**src/rtl/uart_rx_cfg.sv**
```systemverilog
// uart_rx_cfg: oversampling UART receiver with a one-byte ready/valid holding register.
// Optional parity check is built when the macro UART_RX_PARITY_EN is defined.
module uart_rx_cfg #(
  parameter int CLK_HZ     = 12_000_000,
  parameter int UART_BAUD  = 9600,
  parameter int DATA_BITS  = 8,
  parameter int STOP_BITS  = 1,
  parameter int PARITY_ODD = 0
) (
  input  logic                 SER_CLK,
  input  logic                 RST_N,
  input  logic                 RX_SERIAL,
  input  logic                 RX_READY,
  output logic                 RX_DV,
  output logic [DATA_BITS-1:0] RX_BYTE,
  output logic                 FRAME_ERR,
  output logic                 PARITY_ERR,
  output logic                 OVERRUN
);
  localparam int CPB_RAW = CLK_HZ / UART_BAUD;
  localparam int CPB     = CPB_RAW < 4 ? 4 : CPB_RAW;
  localparam int CW      = $clog2(CPB) + 1;
  localparam int HALF    = (CPB - 1) / 2;

  if (DATA_BITS < 5 || DATA_BITS > 8 || STOP_BITS < 1 || STOP_BITS > 2 ||
      PARITY_ODD < 0 || PARITY_ODD > 1) begin : g_bad_cfg
    $error("uart_rx_cfg: illegal parameter value");
  end

`ifdef UART_RX_PARITY_EN
  typedef enum logic [2:0] {IDLE, START, DATA, PARITY, STOP, WAIT_HIGH} state_t;
  localparam state_t AFTER_DATA = PARITY;
  logic par_err_q, par_err_d, bad_q, bad_d;
`else
  typedef enum logic [2:0] {IDLE, START, DATA, STOP, WAIT_HIGH} state_t;
  localparam state_t AFTER_DATA = STOP;
`endif

  state_t               state_q, state_d;
  logic [CW-1:0]        cnt_q, cnt_d;
  logic [2:0]           idx_q, idx_d;
  logic [DATA_BITS-1:0] shift_q, shift_d, byte_q, byte_d;
  logic                 sync1_q, sync2_q, dv_q, dv_d, frame_err_q, frame_err_d;
  logic                 overrun_q, overrun_d, good, bit_end, rx;

  assign rx      = sync2_q;
  assign bit_end = cnt_q == CW'(CPB - 1);

  always_comb begin
    state_d     = state_q;
    cnt_d       = cnt_q;
    idx_d       = idx_q;
    shift_d     = shift_q;
    frame_err_d = 1'b0;
    good        = 1'b0;
`ifdef UART_RX_PARITY_EN
    par_err_d   = 1'b0;
    bad_d       = bad_q;
`endif
    case (state_q)
      IDLE: begin
        cnt_d   = '0;
        state_d = rx ? IDLE : START;
      end
      START: begin
        cnt_d   = cnt_q == CW'(HALF) ? '0 : cnt_q + CW'(1);
        idx_d   = '0;
        state_d = cnt_q != CW'(HALF) ? START : rx ? IDLE : DATA;
`ifdef UART_RX_PARITY_EN
        bad_d   = 1'b0;
`endif
      end
      DATA: begin
        cnt_d = bit_end ? '0 : cnt_q + CW'(1);
        if (bit_end) begin
          shift_d = {rx, shift_q[DATA_BITS-1:1]};
          idx_d   = idx_q == 3'(DATA_BITS - 1) ? 3'd0 : idx_q + 3'd1;
          state_d = idx_q == 3'(DATA_BITS - 1) ? AFTER_DATA : DATA;
        end
      end
`ifdef UART_RX_PARITY_EN
      PARITY: begin
        cnt_d = bit_end ? '0 : cnt_q + CW'(1);
        if (bit_end) begin
          par_err_d = (^{shift_q, rx}) != (PARITY_ODD != 0);
          bad_d     = par_err_d;
          state_d   = STOP;
        end
      end
`endif
      STOP: begin
        cnt_d = bit_end ? '0 : cnt_q + CW'(1);
        if (bit_end) begin
          frame_err_d = !rx;
          idx_d       = idx_q + 3'd1;
          state_d     = !rx ? WAIT_HIGH : idx_q == 3'(STOP_BITS - 1) ? IDLE : STOP;
`ifdef UART_RX_PARITY_EN
          good        = rx && idx_q == 3'(STOP_BITS - 1) && !bad_q;
`else
          good        = rx && idx_q == 3'(STOP_BITS - 1);
`endif
        end
      end
      WAIT_HIGH: state_d = rx ? IDLE : WAIT_HIGH;
      default:   state_d = IDLE;
    endcase
  end

  // A consume in the same cycle frees the holding register for the new byte.
  always_comb begin
    dv_d      = good | (dv_q & ~RX_READY);
    byte_d    = good && (!dv_q || RX_READY) ? shift_q : byte_q;
    overrun_d = good & dv_q & ~RX_READY;
  end

  always_ff @(posedge SER_CLK or negedge RST_N) begin
    if (!RST_N) begin
      state_q     <= IDLE;
      cnt_q       <= '0;
      idx_q       <= '0;
      shift_q     <= '0;
      byte_q      <= '0;
      sync1_q     <= 1'b1;
      sync2_q     <= 1'b1;
      dv_q        <= 1'b0;
      frame_err_q <= 1'b0;
      overrun_q   <= 1'b0;
`ifdef UART_RX_PARITY_EN
      par_err_q   <= 1'b0;
      bad_q       <= 1'b0;
`endif
    end else begin
      state_q     <= state_d;
      cnt_q       <= cnt_d;
      idx_q       <= idx_d;
      shift_q     <= shift_d;
      byte_q      <= byte_d;
      sync1_q     <= RX_SERIAL;
      sync2_q     <= sync1_q;
      dv_q        <= dv_d;
      frame_err_q <= frame_err_d;
      overrun_q   <= overrun_d;
`ifdef UART_RX_PARITY_EN
      par_err_q   <= par_err_d;
      bad_q       <= bad_d;
`endif
    end
  end

  assign RX_DV     = dv_q;
  assign RX_BYTE   = byte_q;
  assign FRAME_ERR = frame_err_q;
  assign OVERRUN   = overrun_q;
`ifdef UART_RX_PARITY_EN
  assign PARITY_ERR = par_err_q;
`else
  assign PARITY_ERR = 1'b0;
`endif
endmodule

```
**config.mk**
```make
export PLATFORM = sky130hd
export DESIGN_NAME = uart_rx_cfg
export DESIGN_NICKNAME = d
export VERILOG_FILES = /design/src/rtl/uart_rx_cfg.sv
export SDC_FILE = /design/constraint.sdc
export NUM_CORES = 1
export LEC_CHECK = 0
export CAP_MARGIN = 20
export CORE_MARGIN = 2
export CORE_UTILIZATION = 60
export DETAILED_ROUTE_END_ITERATION = 8
export MAX_ROUTING_LAYER = met4
export PLACE_DENSITY = 0.82
export REMOVE_ABC_BUFFERS = 1
export SLEW_MARGIN = 20
export SYNTH_ARGS = -nofsm -noshare
export SYNTH_HDL_FRONTEND = slang
export SYNTH_SLANG_ARGS = --single-unit
```
**constraint.sdc**
```tcl
create_clock -name SER_CLK -period 5.5 [get_ports SER_CLK]
set_input_delay 1.65 -clock SER_CLK [delete_from_list [all_inputs] [get_ports SER_CLK]]
set_output_delay 1.65 -clock SER_CLK [all_outputs]
set_load 0.1 [all_outputs]
```
==> results of run 1 <==
worst paths after layout:
| check | startpoint | to | cells after the start | slack, ps |
|---|---|---|---|---|
| max | RX_BYTE[4] | RX_BYTE[4] | 1 | 2000 |
| max in group asynchronous | RST_N | shift_q[3] | 1 | 3600 |
| max reg2reg | cnt_q[2] | shift_q[1] | 4 | 3110 |
| min reg2reg | sync1_q | rx | 0 | 370 |
| min | sync1_q | rx | 0 | 370 |
| min in group asynchronous | RST_N | FRAME_ERR | 1 | 1390 |
power by group:
group / total [mW] / internal (mW) / switching (mW)
clock network: 0.146 / 0.0494 / 0.0963
logic: 0.0109 / 0.00209 / 0.00880
registers: 0.289 / 0.288 / 0.00102
total: 0.446 / 0.339 / 0.106
through the flow:
step / cell area (um2) / util, %
after floorplan: 2010 / -
after global placement: 2200 / 66.0
after detailed placement: 2200 / 66.0
final: 2250 / 67.6
after CTS: 2250 / 67.6
after global routing: 2250 / 67.6
cell usage after synthesis (all sizes together) (4+ instances only):
master and number:
dfrtp 37, mux2 16, nand2 12, nand4 11, inv 9, nor2 9
o21ai 8, and2 7, nand3 7, buf 6, clkbuf 6, ha 6
nor3 6, o311ai 5, a21oi 4, nor2b 4
cell families (layout without fill, tap and decap cells):
family                   count (synthesis)  after routing  synth area share (%)
adder cells (fa/ha/maj)                  6              6                  3.62
buffers and inverters                   21             31                  4.88
other                                    1              1                 0.181
AND/OR/NAND/NOR                         73             73                  21.2
multiplexers                            18             18                  11.1
flip-flops                              39             39                  47.1
AO/OA/AOI/OAI                           35             35                  11.9
state kept, by name (all words and copies together) (netlist names):
name and count:
FRAME_ERR 1, shift_q 8, rx 1, RX_BYTE 8, RX_DV 1, idx_q 3
sync1_q 1, state_q 3, OVERRUN 1, cnt_q 12
cell type report:
class                      instances  area (um2)
clock buffer                       6        41.3
tap                               46        57.6
clock inverter                     2        12.5
inverter                           9        33.8
fill                             272        1080
multi-input combinational        133         996
sequential                        39         978
timing repair buffer              14         135
routing by layer:
metal  vias up  GRT usage (%)  routed length, um
met5         -              -                  0
met4         0           5.28                 51
met3         9           6.31                229
met2        55           39.4               2140
li1        727              -                  -
met1       765           30.0               1730
==> results.yml, run 1 <==
run_status:
  status: "complete, no violations"
worst_setup_path:
  crit_family: "buffers and inverters"
  cp.arrival_ps: 1850
  crit_path_start_kind: "flip-flop"
  cp_slowest_cell: "clkdlybuf4s50_1"
  worstPathCellList: "clkdlybuf4s50_1"
  worstSetupPathType: "flip-flop to primary output"
  crit_buf_inv: 1
  crit_fanout: 2
  worstSetupEndpointType: "primary output"
  required_ps: 3850
  cp_slowest_stage_delay_ps: 1130
detailed_routing:
  dr.pass1.iters: 4
  ant_nets: 0
  routedWlPerCell_um: 16.7
  route.detailed.drc: 0
  vias_per_cell: 6.25
  num_vias: 1556
  drt-initial-drc-count: 146
  wl_um: 4160
clock_tree:
  clk_path_buf_depth: 2
  cts_root_buffer: "clkbuf_4"
  cts_buffers: 5
  cts_tree: "yes"
  cts_resized: 0
  post_cts.repair.setup_buffers: 0
  cts_sinks: 39
  cts.reportedPaths.clkPinSlew_ps: 120
  h-tree-depth: 2
  holdBufCountCts: 0
  clkLatencyLatePin_ps: 340
pwr:
  vdd_drop_max_uv: 164
  p_total_mw: 0.446
  p_leak_nw: 1.02
  powerDensity_nw_per_um2: 198
floorplan:
  coreArea_um2: 3340
  start_util_pct: 62.2
  die_y_um: 62.8
  rows: 21
  ios: 16
  die_x_um: 62.8
  dieArea_um2: 3950
synthesis:
  syn_inst: 193
  synth_edf_count: 0
  yosysTopAreaCellShare_pct: 44.6
  ys_warn_count: 0
  yosys.area.top_type: "dfrtp_1"
  synth-seq-cells: 39
  synth_area_um2: 2080
  synthArstFlopShare_pct: 100
  synth_area_leaders: "dfrtp_1 (45%), mux2_4 (5.8%), mux2_2 (4.3%), ha_1 (3.6%), nand4_1 (2.7%)"
  synth_flop_cell: "dfrtp_1"
  yosysSeqAreaShare_pct: 47.1
  synth_cell_types: 44
  avgSynthCellArea_um2: 10.8
job:
  drv_cap: 0
layout:
  drive_above_1_share_pct: 15.3
  areaGrowthSynthToFinish_pct: 8.62
  layout_common_cells: "dfrtp_1 (37), clkdlybuf4s50_1 (13), nand2_1 (12)"
  antennaDiodeCount: 0
  final_cells: 249
  layout_commonest_cell: "dfrtp_1"
  fin_nets: 212
timing:
  tightest_slew_ps: 975
  setup_tns_ps: 0
  post-route-period-util_pct: 63.6
  whs_ps: 369
  skew_ps: 8.06
  setup_viol: 0
  hold_viol: 0
  relSlewSlack_pct: 34.8
  layout_setup_ws_ps: 2000
  rsz0062_at_grt: "false"
  fmax_mhz: 286
  drv_slew: 0
  min_period_ps: 3500
global_routing:
  grt_max_degree: 40
  grt_pass1_vias: 1515
  grt_usage_pct: 24.0
  antenna_found_initial: 0
  overflow: 0
  grt_pass1_wl_um: 7290
placement:
  gp_congestion: 0.854
  dp_cells: 241
  portBuffers: 14
  place_ws_ps: 2290
  dp_hpwl_um: 2970
hold_path:
  min_path_type: "flip-flop to flip-flop"
(Power assumes the default switching activity.)
==> run 2: changes to the inputs <==
- CORE_UTILIZATION: 60 -> 52
- PLACE_DENSITY: 0.82 -> 0.75
- clock period: 5.5 -> 2.9 ns (I/O delays scaled with it)
==> results.yml, run 2 (same netlist as run 1, synthesis figures left out) <==
placement:
  gp_congestion: 0.872
  dp_hpwl_um: 2900
  portBuffers: 14
run_status:
  status: "complete, no violations"
layout:
  fill_cells: 293
  top_register: "cnt_q"
  antennaDiodeCount: 0
  largest_reg_flops: 12
  layout_common_cells: "dfrtp_1 (37), nand2_1 (12), buf_4 (11)"
  drive_above_1_share_pct: 20.7
  final_util_pct: 61.7
  layout_commonest_cell: "dfrtp_1"
  areaGrowthSynthToFinish_pct: 11.2
  fin_nets: 212
hold_path:
  whs_path_depth: 0
  hold_path_end: "rx"
  min_path_type: "flip-flop to flip-flop"
  hold_start: "sync1_q"
floorplan:
  ios: 16
  die_y_um: 67.2
  die_x_um: 67.2
  dieArea_um2: 4510
  rows: 22
  start_util_pct: 55.4
  coreArea_um2: 3740
worst_setup_path:
  worstSetupPathType: "flip-flop to flip-flop"
  crit_start: "cnt_q[2]"
  crit_buf_inv: 0
  cp_slowest_cell: "or3_1"
  worstSetupEndpointType: "flip-flop"
  cp.arrival_ps: 2510
  reg2reg_setup_slack_ps: 570
  worstPathCellList: "nor4_4 > nand4_4 > or3_1 > mux2_4"
  crit_family: "simple AND/OR/NAND/NOR gates"
  crit_fanout: 10
  cp_slowest_stage_delay_ps: 630
  crit_path_start_kind: "flip-flop"
  rr_worst_depth: 4
  timing.rr.end: "shift_q[2]"
  required_ps: 3080
  reg2reg_from: "cnt_q[2]"
job:
  drv_cap: 0
timing:
  drv_slew: 0
  relSlewSlack_pct: 44.2
  skew_ps: 4.15
  post-route-period-util_pct: 80.4
  whs_ps: 357
  setup_tns_ps: 0
  fmax_mhz: 429
  rsz0062_at_grt: "false"
  setup_viol: 0
  tightest_slew_ps: 838
  min_period_ps: 2330
  hold_viol: 0
detailed_routing:
  num_vias: 1509
  drt-initial-drc-count: 95
  wl_um: 4000
  route.detailed.drc: 0
  routedWlPerCell_um: 15.9
  dr.pass1.iters: 4
  ant_nets: 0
  vias_per_cell: 6.01
clock_tree:
  cts_tree: "yes"
  cts_sinks: 39
  post_cts.repair.setup_buffers: 0
  cts_resized: 0
  holdBufCountCts: 0
  clk_path_buf_depth: 2
  cts.reportedPaths.clkPinSlew_ps: 70
  h-tree-depth: 2
  clkLatencyLatePin_ps: 290
  cts_buffers: 5
  cts_root_buffer: "clkbuf_8"
global_routing:
  antenna_found_initial: 0
  busiest_layer: "met2"
  grt_usage_pct: 21.8
  use_met1_pct: 25.1
  use_met2_pct: 36.9
  grt_pass1_wl_um: 7130
  gr-usage-met3_pct: 4.67
  grt_pass1_vias: 1589
  overflow: 0
  grt_max_degree: 40
pwr:
  p_leak_nw: 1.08
  powerDensity_nw_per_um2: 475
  p_total_mw: 1.10
  vdd_drop_max_uv: 253
[run 2: cell type report]
cell class	count	area (um2)	share of cell area [%]
multi-input combinational	133	996	43.1
sequential	39	978	42.4
timing repair buffer	14	108	4.66
clock buffer	6	72.6	3.14
clock inverter	2	60.1	2.60
tap	48	60.1	2.60
inverter	9	33.8	1.46
[run 2: how the worst max path moves through the flow]
stage	end	slack, ps	cells after the start
4_1_cts	shift_q[2]	560	4
3_3_place_gp	RX_BYTE[2]	560	5
6_report	shift_q[2]	570	4
3_5_place_dp	RX_BYTE[2]	450	5
5_1_grt	cnt_q[6]	360	6
2_1_floorplan	shift_q[0]	840	6
[run 2: per-stage QoR]
| stage | setup slack, ps | area (um2) | instances |
|---|---|---|---|
| global placement | 557 | 2180 | 243 |
| CTS | 559 | 2310 | 251 |
| detailed placement | 446 | 2180 | 243 |
| global route | 359 | 2310 | 251 |
| floorplan | 838 | 2010 | 181 |
| finish | 569 | 2310 | 251 |
[run 2: per-layer routing]
metal	up-vias	wire, um
li1	726	-
met5	-	0
met3	8	152
met2	31	1970
met1	744	1800
met4	0	72
[run 2: power by group]
part           total [mW]  leakage, nW  switching, mW  internal [mW]
combinational      0.0210        0.495         0.0170        0.00397
sequential          0.548        0.523        0.00161          0.546
clock               0.528       0.0654          0.185          0.344
total                1.10         1.08          0.203          0.894
==> run 3: changes to the inputs <==
- CORE_UTILIZATION: 52 -> 57
- PLACE_DENSITY: 0.75 -> 0.78
- clock period: 2.9 -> 2.25 ns (I/O delays scaled with it)
==> results.yml, run 3 (same netlist as run 1, synthesis figures left out) <==
detailed_routing:
  wl_um: 4300
  dr.pass1.iters: 5
  route.detailed.drc: 0
  drt-initial-drc-count: 102
  num_vias: 1620
  routedWlPerCell_um: 16.6
  vias_per_cell: 6.23
  ant_nets: 0
clock_tree:
  cts_root_buffer: "clkbuf_4"
  cts.reportedPaths.clkPinSlew_ps: 120
  h-tree-depth: 2
  clkLatencyLatePin_ps: 360
  clk_path_buf_depth: 2
  holdBufCountCts: 0
  cts_sinks: 39
  cts_buffers: 5
  post_cts.repair.setup_buffers: 0
  cts_tree: "yes"
  cts_resized: 0
worst_setup_path:
  cp.arrival_ps: 2270
  required_ps: 2450
  crit_path_start_kind: "flip-flop"
  worstSetupPathType: "flip-flop to flip-flop"
  crit_fanout: 9
  worstSetupEndpointType: "flip-flop"
global_routing:
  antenna_found_initial: 0
  grt_max_degree: 40
  overflow: 0
  grt_pass1_vias: 1530
  grt_usage_pct: 24.3
  grt_pass1_wl_um: 7490
floorplan:
  start_util_pct: 60.8
  coreArea_um2: 3420
  rows: 21
  ios: 16
  die_y_um: 64.3
  dieArea_um2: 4140
  die_x_um: 64.3
layout:
  largest_reg_flops: 12
  layout_common_cells: "dfrtp_1 (37), buf_4 (22), nand2_1 (12)"
  top_register: "cnt_q"
  antennaDiodeCount: 0
  fin_area_um2: 2340
  drive_above_1_share_pct: 25.7
  areaGrowthSynthToFinish_pct: 12.8
  multiInputGateArea_um2: 1000
  fin_nets: 223
  layout_commonest_cell: "dfrtp_1"
  fill_cells: 267
  seqCellArea_um2: 978
pwr:
  sw_frac_of_total_pct: 21.9
  vdd_drop_max_uv: 362
  p_int_mw: 0.944
  p_total_mw: 1.21
  seqPwrFrac_pct: 58.4
  power_frac_comb_pct: 2.3
  p_leak_nw: 1.12
  p_sw_mw: 0.265
  powerDensity_nw_per_um2: 516
  p_clk_share_pct: 39.3
timing:
  hold_viol: 0
  layout_setup_ws_ps: 187
  fmax_mhz: 485
  setup_tns_ps: 0
  post-route-period-util_pct: 91.7
  min_period_ps: 2060
  rsz0062_at_grt: "false"
  skew_ps: 12.0
  drv_slew: 0
  setup_viol: 0
placement:
  gp_congestion: 0.899
  place_ws_ps: 21.0
  portBuffers: 14
  dpl-instance-area_um2: 2260
  dp_hpwl_um: 3150
run_status:
  status: "complete, no violations"
job:
  drv_cap: 0
hold_path:
  min_path_type: "input pin to async pin"
==> run 3: layout make-up <==
cell class	count	area share [%]
Tap cell	46	2.46
Multi-Input combinational cell	133	42.7
Sequential cell	39	41.8
Clock buffer	5	1.60
Clock inverter	3	1.87
Inverter	9	1.44
Timing Repair Buffer	25	8.12
==> run 3: worst paths after layout <==
check                          from  endpoint  slack, ps  depth (start not counted)
max reg2reg                cnt_q[1]  cnt_q[8]        190                          7
min reg2reg                 sync1_q        rx        380                          0
min in group SER_CLK        sync1_q        rx        380                          0
max in group asynchronous     RST_N        rx       1550                          2
min                           RST_N  cnt_q[8]        340                          2
max                        cnt_q[1]  cnt_q[8]        190                          7
==> run 3: critical path, cell delays in order, from the launching register on <==
cell and delay [ps]:
dfrtp_1 440, inv_1 110, ha_1 140, and4b_1 280
nand4_4 120, buf_4 190, a22oi_1 390, o311ai_0 240
==> run 3: metrics by stage <==
| stage | cells | hold slack [ps] | util, % |
|---|---|---|---|
| global route | 260 | 374 | 68.6 |
| detailed placement | 252 | 360 | 66.0 |
| finish | 260 | 343 | 68.6 |
| global placement | 252 | 348 | 66.0 |
| floorplan | 181 | 345 | - |
| CTS | 260 | 348 | 68.4 |
==> run 3: layer usage <==
| layer | wire, um | track usage, % | up-vias |
|---|---|---|---|
| met1 | 1880 | 31.1 | 802 |
| met4 | 84 | 7.71 | 0 |
| li1 | - | - | 753 |
| met5 | 0 | - | - |
| met3 | 217 | 5.28 | 13 |
| met2 | 2120 | 38.9 | 52 |
==> run 3: power by group through the flow <==
stage	Sequential (mW)	Combinational [mW]	Clock [mW]
global placement	0.719	0.0284	0
finish	0.706	0.0279	0.474
global route	0.707	0.0321	0.515
detailed placement	0.720	0.0291	0
floorplan	0.719	0.00976	0
CTS	0.706	0.0289	0.484
